## config.mk

```make
export PLATFORM = sky130hd
export DESIGN_NAME = profile_counter_ci
export DESIGN_NICKNAME = d
export VERILOG_FILES = /design/src/rtl/profile_counter_ci.sv
export SDC_FILE = /design/constraint.sdc
export NUM_CORES = 1
export LEC_CHECK = 0
export CAP_MARGIN = 20
export CORE_ASPECT_RATIO = 0.5
export CORE_MARGIN = 2
export CORE_UTILIZATION = 24
export CTS_CLUSTER_DIAMETER = 200
export DETAILED_ROUTE_END_ITERATION = 6
export MAX_ROUTING_LAYER = met4
export PLACE_DENSITY = 0.45
export SETUP_SLACK_MARGIN = 0.1
export SYNTH_ARGS = -nofsm -noshare
export SYNTH_HDL_FRONTEND = slang
export SYNTH_SLANG_ARGS = --single-unit
export TNS_END_PERCENT = 30
```

## constraint.sdc

```tcl
create_clock -name clock -period 2.85 [get_ports clock]
set_clock_uncertainty 0.15 [all_clocks]
set_input_delay 0.7125 -clock clock [delete_from_list [all_inputs] [get_ports clock]]
set_output_delay 0.7125 -clock clock [all_outputs]
set_load 0.02 [all_outputs]
```

## src/rtl/profile_counter_ci.sv

```systemverilog
// Event-profiling custom instruction: per-counter event counting with enable mask,
// sticky overflow flags, atomic snapshot shadows and a fixed one-cycle response.
module profile_counter_ci #(
  parameter logic [7:0]  customId      = 8'd8,
  parameter int          NUM_COUNTERS  = 4,
  parameter int          COUNTER_WIDTH = 32,
  parameter bit          SATURATE      = 1'b0,
  parameter logic [15:0] ENABLE_INIT   = 16'h0000
) (
  input  logic                    clock,
  input  logic                    reset,
  input  logic                    start,
  input  logic [7:0]              ciN,
  input  logic [31:0]             valueA,
  input  logic [31:0]             valueB,
  input  logic [NUM_COUNTERS-1:0] events,
  output logic                    done,
  output logic [31:0]             result
);

  localparam int NC = NUM_COUNTERS;
  localparam int CW = COUNTER_WIDTH;

  typedef enum logic [2:0] {
    OP_READ_LO  = 3'd0,
    OP_READ_HI  = 3'd1,
    OP_CONTROL  = 3'd2,
    OP_CLEAR    = 3'd3,
    OP_SNAPSHOT = 3'd4,
    OP_SNAP_LO  = 3'd5,
    OP_SNAP_HI  = 3'd6,
    OP_STATUS   = 3'd7
  } op_e;

  logic [NC-1:0][CW-1:0] cnt_q, cnt_d;
  logic [NC-1:0][CW-1:0] shd_q, shd_d;
  logic [NC-1:0]         ovf_q, ovf_d;
  logic [NC-1:0]         en_q, en_d;
  logic                  done_q, done_d;
  logic [31:0]           result_q, result_d;

  logic        accept;
  op_e         op;
  logic [3:0]  idx;
  logic [63:0] cnt_sel, shd_sel;
  logic [31:0] res_sel;
  logic        unused_bits;

  assign accept      = start && (ciN == customId);
  assign op          = op_e'(valueA[2:0]);
  assign idx         = valueA[7:4];
  assign unused_bits = ^{valueA[31:8], valueA[3], valueB};

  // Out-of-range indices match no entry, so reads fall back to zero.
  always_comb begin
    cnt_sel = '0;
    shd_sel = '0;
    for (int i = 0; i < NC; i++) begin
      if (idx == 4'(i)) begin
        cnt_sel = 64'(cnt_q[i]);
        shd_sel = 64'(shd_q[i]);
      end
    end
  end

  always_comb begin
    cnt_d = cnt_q;
    shd_d = shd_q;
    ovf_d = ovf_q;
    en_d  = en_q;
    if (accept && op == OP_STATUS && valueB[0]) ovf_d = '0;
    if (accept && op == OP_CONTROL)
      en_d = (en_q | valueB[NC-1:0]) & ~valueB[16+NC-1:16];
    if (accept && op == OP_SNAPSHOT) shd_d = cnt_q;
    // Clear beats a same-cycle increment; a same-cycle overflow survives a STATUS clear.
    for (int i = 0; i < NC; i++) begin
      if (accept && op == OP_CLEAR && valueB[i]) begin
        cnt_d[i] = '0;
        ovf_d[i] = 1'b0;
      end else if (en_q[i] && events[i]) begin
        if (cnt_q[i] == '1) begin
          ovf_d[i] = 1'b1;
          if (!SATURATE) cnt_d[i] = '0;
        end else begin
          cnt_d[i] = cnt_q[i] + CW'(1);
        end
      end
    end
  end

  always_comb begin
    res_sel = '0;
    case (op)
      OP_READ_LO:  res_sel = cnt_sel[31:0];
      OP_READ_HI:  res_sel = cnt_sel[63:32];
      OP_CONTROL:  res_sel = 32'(en_q);
      OP_CLEAR:    res_sel = '0;
      OP_SNAPSHOT: res_sel = {16'd0, 16'(ovf_q)};
      OP_SNAP_LO:  res_sel = shd_sel[31:0];
      OP_SNAP_HI:  res_sel = shd_sel[63:32];
      OP_STATUS:   res_sel = {16'(ovf_q), 16'(en_q)};
      default:     res_sel = '0;
    endcase
    done_d   = accept;
    result_d = accept ? res_sel : 32'd0;
  end

  always_ff @(posedge clock or negedge reset) begin
    if (!reset) begin
      cnt_q    <= '0;
      shd_q    <= '0;
      ovf_q    <= '0;
      en_q     <= ENABLE_INIT[NC-1:0];
      done_q   <= 1'b0;
      result_q <= '0;
    end else begin
      cnt_q    <= cnt_d;
      shd_q    <= shd_d;
      ovf_q    <= ovf_d;
      en_q     <= en_d;
      done_q   <= done_d;
      result_q <= result_d;
    end
  end

  assign done   = done_q;
  assign result = result_q;

endmodule
```

== Word-level counts from Yosys, hierarchy flattened ==
Index checks and enable logic that the tools add are counted.

* Eq/ne operators: 15
* Reduce and logical (&&, ||, !) cells: 20
* Multiplexer cells: 35
* Bitwise logic cells: 3
* Add/sub/neg operators: 4

{| class="wikitable"
|+ Operators by type and width
! kind !! count
|-
| 2-to-1 mux 32 bit || 16
|-
| 2-to-1 mux 64 bit || 5
|-
| one-hot mux 32 bit (8 select lines) || 1
|-
| adder 32 x 1 -> 32 bit (second input constant) || 4
|-
| == test 32 bit (second input constant) || 4
|-
| logical AND 1 bit || 14
|-
| == test 3 bit (second input constant) || 4
|-
| 2-to-1 mux 1 bit || 12
|-
| == test 4 x 2 -> 1 bit (second input constant) || 2
|-
| == test 8 x 4 -> 1 bit (second input constant) || 1
|-
| nonzero test 2 bit || 4
|-
| == test 3 x 2 -> 1 bit (second input constant) || 2
|-
| bitwise AND 4 bit || 1
|-
| == test 4 x 1 -> 1 bit (second input constant) || 1
|-
| zero test 4 bit || 1
|-
| 2-to-1 mux 4 bit || 1
|-
| NOT 4 bit || 1
|-
| bitwise OR 4 bit || 1
|-
| == test 3 x 1 -> 1 bit (second input constant) || 1
|-
| zero test 3 bit || 1
|}

* Bits of input ports: 79
* Logic and storage cells: 89
* Bits in registers: 297

== Longest topological paths before layout ==
Gate-level depths: netlist of the first run.

* Word-level depth: 8
* Gate-level depth with buffers: 9

== Least setup slack after synthesis of the first run ==
Ideal clock, no wire load.

* Path kind: in2reg
* Start point: in ciN[4]
* End point: reg cnt_q[95] (netlist name)
* Cell stages on the path: 7
* Data arrival time: 2.919 ns
* Data required time: 2.623 ns
* Path slack: -0.296 ns
* Buffers on the path: 2
* Cells stage by stage: or4b_1 buf_2 or4_4 buf_6 a2111o_1 or3_1 a21oi_1

* Longest elaborated chain between the ends: 5

{| class="wikitable"
|+ RTL lines
! what !! RTL line !! text
|-
| start, declared || 13 || <nowiki>input logic [7:0] ciN,</nowiki>
|-
| == test 8 x 4 -> 1 bit * || 49 || <nowiki>assign accept = start && (ciN == customId);</nowiki>
|-
| logical AND 1 bit * || 49 ||
|-
| logical AND 1 bit * (2 in series) || 77 || <nowiki>if (accept && op == OP_CLEAR && valueB[i]) begin</nowiki>
|-
| 2-to-1 mux 32 bit / nonzero test 2 bit (equally long branches) || -- ||
|-
| end signal, assigned || 117 || <nowiki>cnt_q <= cnt_d;</nowiki>
|-
| end, declared || 35 || <nowiki>logic [NC-1:0][CW-1:0] cnt_q, cnt_d;</nowiki>
|}

Every way passes the cells marked *; elsewhere a longest branch is shown, timed or not.
A chain may end at the register's enable or synchronous reset.

== Worst setup path after layout of the first run ==
* Start point: in ciN[7]
* End point: reg cnt_q[93] (netlist name)

The elaborated chain is that of the path after synthesis.

==> qor.csv, run 1 <==
stage,metric,value,unit
synthesis,synth_area_leaders,"dfrtp_1 48%, mux2_2 12%, xnor2_1 4.5%",
drt,dr.first_iter.drc_count,924,
power_and_ir_drop,p_int,7.137,mW
worst_setup_path,critPathKind,primary input to flop,
clock_tree,clockRootBuffer,clkbuf_16,
synthesis,synth_area,15540,µm²
clock_tree,cts.path.max_buffers,3,
sta,relSlewSlack,0.5695,
synthesis,synth_seq_cells,297,
min_path,hold_path_class,flop to flop,
sta,rsz0062_at_grt,no,
worst_setup_path,startpoint,ciN[7],
placement,io_buffer_count,62,
synthesis,synth_top_area_share,0.4781,
sta,clock.fmax,0.3669,GHz
die,die_y,184.0,µm
synthesis,ys_seq_area_frac,0.4781,
clock_tree,clock_latency,0.54,ns
placement,dp.cells,2457,
synthesis,synth_nets,1555,
worst_setup_path,reg2reg_setup_slack,0.26,ns
die,die_x,363.9,µm
job,cap_viol_max_count,0,
sta,maxSlewViolCount,0,
synthesis,synth.distinct_cells,57,
sta,finalCritPeriodShare,0.9562,
drt,ant_nets,0,
final_layout,syn_to_final_growth,30.42,%
synthesis,yosys.area.top_type,dfrtp_1,
die,fp.dieArea,66940,µm²
sta,fin_ws,0.1248,ns
final_layout,final_nets,1712,
drt,dr.pass1.iters,5,
die,initial_core_util,0.2447,
global_route,grt_pass1_wl,82810,µm
power_and_ir_drop,p_sw,2.205,mW
drt,routed_wirelength,54050,µm
sta,period_needed,2.725,ns
drt,dr_total_vias,12480,
placement,dp_slack,-0.7604,ns
synthesis,synth_edf_count,0,
worst_setup_path,rr_worst_depth,6,
power_and_ir_drop,powerDensity,460.8,nW/µm²
synthesis,async_flop_share,1.000,
sta,tightest_slew,0.6399,ns
final_layout,drive_gt1_frac,0.2870,
power_and_ir_drop,power.share.switching,0.2360,
worst_setup_path,r2r-start,cnt_q[39],
synthesis,synth_flop_cell,dfrtp_1,
drt,routedWlPerCell,21.33,µm
sta,worst_hold_slack,0.3312,ns
power_and_ir_drop,seqPwrFrac,0.453,
drt,drc,0,
outcome,status,"complete, no violations",
power_and_ir_drop,p_comb_frac,0.044,
die,rows,65,
global_route,grt_use_total,0.1687,
placement,finalWeightedCongestion,0.8519,
die,core_area,63520,µm²
power_and_ir_drop,pwr-share-clk,0.503,
clock_tree,htree_levels,2,
drt,avgViaCountPerCell,4.925,
placement,hpwl,39410,µm
global_route,antenna_found_initial,3,
global_route,first_global_vias,12430,
synthesis,avgSynthCellArea,10.56,µm²
sta,setup_viol,0,
die,io-pin-count,112,
clock_tree,cts_tree,done,
global_route,grt_start_max_net_pins,66,
worst_setup_path,cp.required,3.17,ns
clock_tree,clock_sinks,297,
worst_setup_path,worst_setup_path_start_kind,primary input,
global_route,gr-total-overflow,0,
power_and_ir_drop,leakagePower,8.469,nW
worst_setup_path,crit_path_end,cnt_q[93],
clock_tree,clk_pin_slew_worst_paths,0.06,ns
sta,finalHoldViolCount,0,
final_layout,final_cells,2534,
clock_tree,tritoncts.num_buffers,35,
synthesis,netlist_instances,1472,
worst_setup_path,cp-end-kind,flop,
worst_setup_path,crit_fanout,5,
power_and_ir_drop,ir_drop,0.2537,mV
worst_setup_path,reg2reg_to,cnt_q[62],
synthesis,ys_warn_count,0,
worst_setup_path,cp_data_arrival_time,3.05,ns
[power groups by stage]
| stage | sequential (mW) | clock (mW) | combinational (mW) |
|---|---|---|---|
| floorplan | 4.31 | 0 | 0.137 |
| global placement | 4.31 | 0 | 0.415 |
| detailed placement | 4.31 | 0 | 0.415 |
| CTS | 4.23 | 4.81 | 0.419 |
| global route | 4.23 | 5.00 | 0.448 |
| finish | 4.23 | 4.70 | 0.411 |
[cells in the mapped netlist (3+ instances only)]
master / count
a2111oi_0: 20
a2111oi_2: 16
a211oi_1: 31
a21oi_1: 69
a221oi_1: 5
a22oi_1: 28
a2bb2oi_1: 5
and2_1: 12
and3_1: 14
and4_1: 23
buf_1: 13
buf_2: 9
clkbuf_1: 90
dfrtp_1: 297
ha_1: 4
inv_1: 15
mux2_2: 166
mux2i_1: 30
mux4_2: 10
nand2_1: 99
nand3_1: 61
nand3b_1: 5
nand4_1: 37
nor2_1: 117
nor2b_1: 7
nor3_1: 8
nor4_1: 11
o2111ai_1: 12
o211ai_1: 6
o21ai_0: 52
o221ai_1: 4
o22ai_1: 39
o31ai_1: 3
or2_2: 5
or3_1: 14
or4_1: 7
xnor2_1: 79
xor2_1: 24
[registers in the layout (all words and copies together), names as in the netlist]
| register | flops |
|---|---|
| en_q | 4 |
| cnt_q | 128 |
| done | 1 |
| result | 32 |
| shd_q | 128 |
| ovf_q | 4 |
[critical path: stages]
cell	delay [ns]
dlymetal6s2s_1	0.12
or4b_4	0.55
or4_4	0.64
a2111o_1	0.51
or3_1	0.37
a21oi_1	0.14
[layout by cell type (no fill, tap or decap), drive strengths merged, types with 39 or more instances in the layout]
master / Yosys / routed
mux2: 166 / 166
nand3: 61 / 61
clkdlybuf4s50: 0 / 52
o22ai: 39 / 39
xnor2: 79 / 79
a21oi: 69 / 69
buf: 23 / 173
clkbuf: 90 / 48
o21ai: 54 / 54
nand2: 99 / 99
nor2: 117 / 117
dfrtp: 297 / 297
[stage by stage]
stage          area, µm²  utilization  TNS (ns)  total power, mW
6_report           20270       0.3192         0            9.342
5_1_grt            20260       0.3190         0            9.676
4_1_cts            20130       0.3170         0            9.463
3_5_place_dp       18850       0.2967   -104.80            4.727
3_3_place_gp       18850       0.2967   -107.67            4.727
2_1_floorplan      16020            -    -3.263            4.450
[per-layer routing]
metal / GRT usage / vias up / part of all wire
li1: - / 5764 / -
met1: 0.2420 / 6416 / 0.50
met2: 0.2502 / 243 / 0.44
met3: 0.02945 / 57 / 0.048
met4: 0.02855 / 0 / 0.012
met5: - / - / 0
[layout make-up]
type	instances	area, µm²
inverter	16	60.06
sequential	297	7432
timing repair buffer	233	2322
tap	871	1090
fill	6500	43250
multi-input combinational	1046	8170
clock buffer	48	1005
antenna	8	20.02
clock inverter	15	172.7
[worst min path at each step]
stage / start / to / slack [ns] / depth (start not counted)
5_1_grt: shd_q[58] / shd_q[58] / 0.35 / 2
3_5_place_dp: shd_q[79] / shd_q[79] / 0.32 / 2
6_report: shd_q[78] / shd_q[78] / 0.33 / 2
3_3_place_gp: shd_q[58] / shd_q[58] / 0.31 / 2
4_1_cts: shd_q[79] / shd_q[79] / 0.33 / 2
2_1_floorplan: reset / cnt_q[0] / 0.27 / 0
[kinds of logic after synthesis]
logic type / after synthesis / synth area share
XOR/XNOR: 103 / 0.05804
multiplexers: 206 / 0.1541
adder cells (fa/ha/maj): 4 / 0.003220
AND/OR/NAND/NOR: 428 / 0.1376
buffers and inverters: 129 / 0.03236
flip-flops: 297 / 0.4781
AO/OA/AOI/OAI: 305 / 0.1365
[repair_timing]
item,in CTS,in global routing
hold buffers,1,0
endpoints found under the hold margin,5,0
setup endpoints to repair,56,151
pin swaps,3,11
gates resized for setup,14,24
cloned,1,0
buffers inserted,0,4
(Power assumes the default switching activity.)
==> run 2, diff against run 1 <==
--- a/config.mk
+++ b/config.mk
@@ -11,6 +11,7 @@
 export CORE_UTILIZATION = 24
 export CTS_CLUSTER_DIAMETER = 200
 export DETAILED_ROUTE_END_ITERATION = 6
+export GPL_TIMING_DRIVEN = 1
 export MAX_ROUTING_LAYER = met4
 export PLACE_DENSITY = 0.45
 export SETUP_SLACK_MARGIN = 0.1
==> constraint.sdc (replaced) <==
create_clock -name clock -period 3.3 [get_ports clock]
set_clock_uncertainty 0.15 [all_clocks]
set_input_delay 0.825 -clock clock [delete_from_list [all_inputs] [get_ports clock]]
set_output_delay 0.825 -clock clock [all_outputs]
set_load 0.02 [all_outputs]
==> qor.csv, run 2 (synthesis gave the netlist of run 1 again) <==
stage,metric,value,unit,change
worst_setup_path,crit_path_end,cnt_q[10],,
worst_setup_path,worst_setup_path_start_kind,primary input,,
final_layout,final_common_cell,dfrtp_1,,
die,die_y,184.0,µm,unchanged
clock_tree,tritoncts.num_buffers,35,,unchanged
final_layout,final_cells,2484,,-2.0%
clock_tree,cts_tree,done,,
placement,hpwl,38120,µm,-3.3%
drt,routedWlPerCell,21.11,µm,-1.1%
die,initial_core_util,0.2447,,unchanged
power_and_ir_drop,leakagePower,8.049,nW,-5.0%
sta,setup_viol,0,,unchanged
worst_setup_path,reg2reg_setup_slack,0.64,ns,+0.38 ns
drt,ant_nets,0,,unchanged
die,io-pin-count,112,,unchanged
job,cap_viol_max_count,0,,unchanged
sta,maxSlewViolCount,0,,unchanged
min_path,hold_path_class,primary input to asynchronous set/reset pin,,
sta,tightest_slew,0.5416,ns,-0.09828 ns
clock_tree,cts.path.max_buffers,3,,unchanged
clock_tree,clock_latency,0.53,ns,about the same
power_and_ir_drop,ir_drop,0.2599,mV,+2.5%
final_layout,fill_cells,6585,,+1.3%
drt,dr_total_vias,12180,,-2.4%
worst_setup_path,r2r-start,cnt_q[40],,
global_route,gr-total-overflow,0,,unchanged
worst_setup_path,cpLargestDelayFamily,simple AND/OR/NAND/NOR gates,,
power_and_ir_drop,p_total,7.866,mW,-16%
global_route,grt_pass1_wl,80050,µm,-3.3%
sta,finalCritPeriodShare,0.9593,,
final_layout,final_cell_mix,"297 x dfrtp_1, 166 x mux2_2, 116 x nor2_1, 112 x buf_4, 99 x nand2_1",,
die,die_x,363.9,µm,unchanged
sta,period_needed,3.166,ns,
worst_setup_path,rr_worst_depth,5,,-1
power_and_ir_drop,powerDensity,411.4,nW/µm²,-11%
outcome,status,"complete, no violations",,
worst_setup_path,startpoint,ciN[4],,
drt,avgViaCountPerCell,4.902,,-0.47%
global_route,grt_start_max_net_pins,76,,+15%
die,rows,65,,unchanged
placement,io_buffer_count,62,,unchanged
worst_setup_path,cp.required,3.56,ns,+0.39 ns
final_layout,final_nets,1665,,-2.7%
drt,routed_wirelength,52430,µm,-3.0%
clock_tree,clock_sinks,297,,unchanged
global_route,first_global_vias,12250,,-1.4%
sta,finalHoldViolCount,0,,unchanged
global_route,grt_use_total,0.1625,,-0.006249
worst_setup_path,cp_num_buf_inv,3,,+2
final_layout,syn_to_final_growth,22.99,%,
die,fp.dieArea,66940,µm²,unchanged
drt,drc,0,,unchanged
worst_setup_path,slowest_stage,or4b_4,,
worst_setup_path,worstPathCellList,"clkdlybuf4s50_1, or4b_4, or4_1, buf_12, a2111oi_1, buf_4, xnor2_1, nor2_1",,
drt,dr.pass1.iters,5,,unchanged
worst_setup_path,reg2reg_to,cnt_q[62],,
worst_setup_path,crit_fanout,25,,+20
clock_tree,cts-hold-fix-buffers,0,,-1
sta,relSlewSlack,0.6356,,+0.06612
worst_setup_path,cp-end-kind,flop,,
worst_setup_path,crit_cells,8,,+2
clock_tree,clk_pin_slew_worst_paths,0.06,ns,about the same
drt,dr.first_iter.drc_count,903,,-2.3%
global_route,antenna_found_initial,4,,+1
worst_setup_path,cp_data_arrival_time,3.43,ns,+0.38 ns
final_layout,drive_gt1_frac,0.2425,,-0.04447
clock_tree,clockRootBuffer,clkbuf_16,,
placement,finalWeightedCongestion,0.8736,,+2.5%
worst_setup_path,critPathKind,primary input to flop,,
worst_setup_path,max_stage_delay,0.60,ns,-0.04 ns
die,core_area,63520,µm²,unchanged
clock_tree,cts_setup_buffers,0,,unchanged
sta,rsz0062_at_grt,yes,,
sta,clock.fmax,0.3159,GHz,
placement,dp.cells,2416,,-1.7%
clock_tree,htree_levels,2,,unchanged
-- run 2: final cells by class --
cell class	count	area [µm²]	area share
multi-input combinational	1046	7665	0.4009
clock buffer	52	1011	0.05288
clock inverter	11	120.1	0.006283
antenna	5	12.51	0.0006545
tap	871	1090	0.05701
inverter	16	60.06	0.003142
sequential	297	7432	0.3888
timing repair buffer	186	1727	0.09032
-- run 2: report_power, final --
group / switching (mW) / internal (mW) / leakage, nW / total [mW]
sequential: 0.0179 / 3.65 / 4.13 / 3.67
combinational: 0.202 / 0.108 / 3.36 / 0.310
clock: 1.60 / 2.29 / 0.560 / 3.89
total: 1.82 / 6.04 / 8.05 / 7.87
-- run 2: worst min path at each step --
stage	depth (start not counted)	endpoint	slack, ns	startpoint
2_1_floorplan	2	shd_q[58]	0.29	shd_q[58]
3_3_place_gp	2	shd_q[58]	0.31	shd_q[58]
3_5_place_dp	2	shd_q[85]	0.32	shd_q[85]
4_1_cts	1	cnt_q[26]	0.05	reset
5_1_grt	1	cnt_q[26]	0.07	reset
6_report	1	cnt_q[26]	0.04	reset
-- run 2: through the flow --
stage | utilization | TNS (ns) | hold slack (ns) | setup slack [ns] | instance area [µm²]
2_1_floorplan | - | 0 | 0.2944 | 0.09261 | 15550
3_3_place_gp | 0.2827 | -20.27 | 0.3113 | -0.5300 | 17960
3_5_place_dp | 0.2827 | -21.05 | 0.3163 | -0.5806 | 17960
4_1_cts | 0.3006 | 0 | 0.05323 | 0.1287 | 19090
5_1_grt | 0.3009 | 0 | 0.06939 | 0.04130 | 19110
6_report | 0.3010 | 0 | 0.04207 | 0.1343 | 19120
-- run 2: timing repair --
action / 4_1_cts / 5_1_grt
setup endpoints to repair: 1 / 13
cloned: 0 / 0
pin swaps: 0 / 1
endpoints found under the hold margin: 0 / 0
gates resized for setup: 2 / 5
-- run 2: worst reg2reg max path, delay by kind of cell (launching register included) --
| family | cells | cell delay, ns |
|---|---|---|
| flip-flops | 1 | 0.54 |
| AO/OA/AOI/OAI | 1 | 0.15 |
| AND/OR/NAND/NOR | 4 | 1.74 |
-- run 2: layer usage --
metal | vias to the layer above | track usage | routed length [µm]
li1 | 5681 | - | -
met1 | 6202 | 0.2283 | 25980
met2 | 224 | 0.2385 | 22710
met3 | 69 | 0.03111 | 2578
met4 | 0 | 0.04116 | 1154
met5 | - | - | 0
==> run 3, diff against run 2 <==
==> constraint.sdc (replaced) <==
create_clock -name clock -period 3.15 [get_ports clock]
set_clock_uncertainty 0.15 [all_clocks]
set_input_delay 0.7875 -clock clock [delete_from_list [all_inputs] [get_ports clock]]
set_output_delay 0.7875 -clock clock [all_outputs]
set_load 0.02 [all_outputs]
==> qor.csv, run 3 (synthesis gave the netlist of run 1 again) <==
stage,metric,value,unit,change
die,initial_core_util,0.2447,,unchanged
power_and_ir_drop,p_total,8.369,mW,+6.4%
power_and_ir_drop,power.share.switching,0.2320,,+0.0003203
final_layout,final_nets,1684,,+1.1%
power_and_ir_drop,p_comb_frac,0.041,,+0.002
worst_setup_path,cp.required,3.41,ns,-0.15 ns
clock_tree,htree_levels,2,,unchanged
worst_setup_path,startpoint,ciN[1],,
placement,dp.cells,2433,,+0.70%
power_and_ir_drop,p_sw,1.941,mW,+6.5%
power_and_ir_drop,leakagePower,8.218,nW,+2.1%
placement,finalWeightedCongestion,0.8410,,-3.7%
power_and_ir_drop,seqPwrFrac,0.458,,-0.008
worst_setup_path,crit_path_frequent_cell,buf_4,,
worst_setup_path,max_stage_delay,0.53,ns,-0.07 ns
worst_setup_path,worstPathCellList,"clkdlybuf4s50_1, or3_1, buf_4, or4_4, a2111o_1, buf_4, buf_4, xnor2_1, nor2_1",,
clock_tree,cts.path.max_buffers,3,,unchanged
global_route,first_global_vias,12460,,+1.7%
sta,period_needed,2.998,ns,
sta,clock.fmax,0.3336,GHz,
clock_tree,cts-hold-fix-buffers,0,,unchanged
placement,hpwl,38130,µm,about the same
drt,dr.first_iter.drc_count,1020,,+13%
clock_tree,cts_tree,done,,
sta,setup_viol,0,,unchanged
clock_tree,clockRootBuffer,clkbuf_16,,
power_and_ir_drop,pwr-share-clk,0.501,,+0.007
sta,worst_hold_slack,0.07068,ns,+0.02861 ns
worst_setup_path,cp-end-kind,flop,,
placement,io_buffer_count,62,,unchanged
outcome,status,"complete, no violations",,
clock_tree,tritoncts.num_buffers,35,,unchanged
die,rows,65,,unchanged
worst_setup_path,cp_data_arrival_time,3.26,ns,-0.17 ns
final_layout,final_cells,2500,,+0.64%
job,cap_viol_max_count,0,,unchanged
sta,maxSlewViolCount,0,,unchanged
global_route,grt_use_total,0.1643,,+0.001815
worst_setup_path,reg2reg_setup_slack,0.57,ns,-0.07 ns
sta,rsz0062_at_grt,yes,,
worst_setup_path,critPathKind,primary input to flop,,
worst_setup_path,cpLargestDelayFamily,simple AND/OR/NAND/NOR gates,,
die,die_x,363.9,µm,unchanged
die,fp.dieArea,66940,µm²,unchanged
drt,ant_nets,0,,unchanged
clock_tree,clock_sinks,297,,unchanged
global_route,grt_pass1_wl,80600,µm,+0.69%
power_and_ir_drop,powerDensity,426.9,nW/µm²,+3.8%
worst_setup_path,slowest_stage,or4_4,,
drt,dr_total_vias,12330,,+1.2%
drt,routed_wirelength,53110,µm,+1.3%
drt,routedWlPerCell,21.24,µm,+0.65%
worst_setup_path,r2r-start,cnt_q[104],,
die,core_area,63520,µm²,unchanged
sta,tightest_slew,0.6265,ns,+0.08489 ns
clock_tree,clock_latency,0.53,ns,about the same
sta,relSlewSlack,0.5813,,-0.05428
sta,finalHoldViolCount,0,,unchanged
final_layout,final_cell_mix,"297 x dfrtp_1, 166 x mux2_2, 126 x buf_4, 116 x nor2_1, 98 x nand2_1",,
sta,finalCritPeriodShare,0.9518,,
power_and_ir_drop,ir_drop,0.2892,mV,+11%
global_route,antenna_found_initial,3,,-1
worst_setup_path,crit_fanout,8,,-68%
drt,avgViaCountPerCell,4.931,,+0.60%
power_and_ir_drop,p_int,6.427,mW,+6.4%
min_path,hold_path_class,primary input to asynchronous set/reset pin,,
drt,drc,0,,unchanged
worst_setup_path,cp_num_buf_inv,4,,+1
die,io-pin-count,112,,unchanged
final_layout,final_common_cell,dfrtp_1,,
global_route,grt_start_max_net_pins,67,,-12%
final_layout,syn_to_final_growth,26.10,%,
die,die_y,184.0,µm,unchanged
final_layout,drive_gt1_frac,0.2601,,+0.01761
worst_setup_path,worst_setup_path_start_kind,primary input,,
clock_tree,clk_pin_slew_worst_paths,0.06,ns,about the same
drt,dr.pass1.iters,5,,unchanged
global_route,gr-total-overflow,0,,unchanged
==> run 3: cell count changes in the layout (fill, tap and decap cells not counted), sizes merged <==
cell           previous run  this run
buf                     127       146
clkbuf                   52        48
clkdlybuf4s50            59        55
dlymetal6s2s              0         4
clkinvlp                  0         2
diode                     5         3
bufinv                    2         3
==> run 3: routing by layer <==
metal	vias up	global-route usage	wire length, µm
li1	5698	-	-
met1	6276	0.2291	25810
met2	291	0.2427	23070
met3	63	0.03140	3004
met4	0	0.04332	1215
met5	-	-	0
==> run 3: worst paths after layout <==
check	cells past startpoint	endpoint
min	1	shd_q[116]
max in group asynchronous	2	done
max	9	cnt_q[87]
max reg2reg	6	cnt_q[114]
min in group clock	2	shd_q[79]
min reg2reg	2	shd_q[79]
==> run 3: area by class of cell <==
class	instances	area (µm²)
Antenna cell	3	7.507
Clock buffer	48	1005
Clock inverter	14	161.4
Fill cell	6539	43920
Inverter	16	60.06
Multi-Input combinational cell	1046	7913
Sequential cell	297	7432
Tap cell	871	1090
Timing Repair Buffer	205	1933
==> run 3: power groups by stage <==
stage	Sequential (mW)	Combinational (mW)	Clock, mW
floorplan	3.90	0.124	0
global placement	3.91	0.345	0
detailed placement	3.91	0.346	0
CTS	3.84	0.347	4.31
global route	3.84	0.374	4.48
finish	3.84	0.340	4.19
==> run 3: per-stage QoR <==
| step | setup WS (ns) | setup TNS, ns | area (µm²) | util |
|---|---|---|---|---|
| 6_report | 0.1520 | 0 | 19600 | 0.3086 |
| 5_1_grt | 0.03663 | 0 | 19600 | 0.3086 |
| 4_1_cts | 0.04897 | 0 | 19490 | 0.3069 |
| 3_5_place_dp | -0.5963 | -48.11 | 18310 | 0.2882 |
| 3_3_place_gp | -0.6127 | -43.12 | 18310 | 0.2882 |
| 2_1_floorplan | 0.07099 | 0 | 15750 | - |
==> run 3: repair_timing <==
action,CTS,global route
pin swaps,0,6
setup endpoints to repair,9,46
setup buffers,0,2
resized for setup,7,19
==> run 3: worst register-to-register path, delay by kind of cell, from the launching register on <==
family	cells	cell delay [ns]
and+or+nand+nor	4	1.47
DFF	1	0.58
AOI/OAI and AO/OA	1	0.07
buffers and inverters	1	0.17
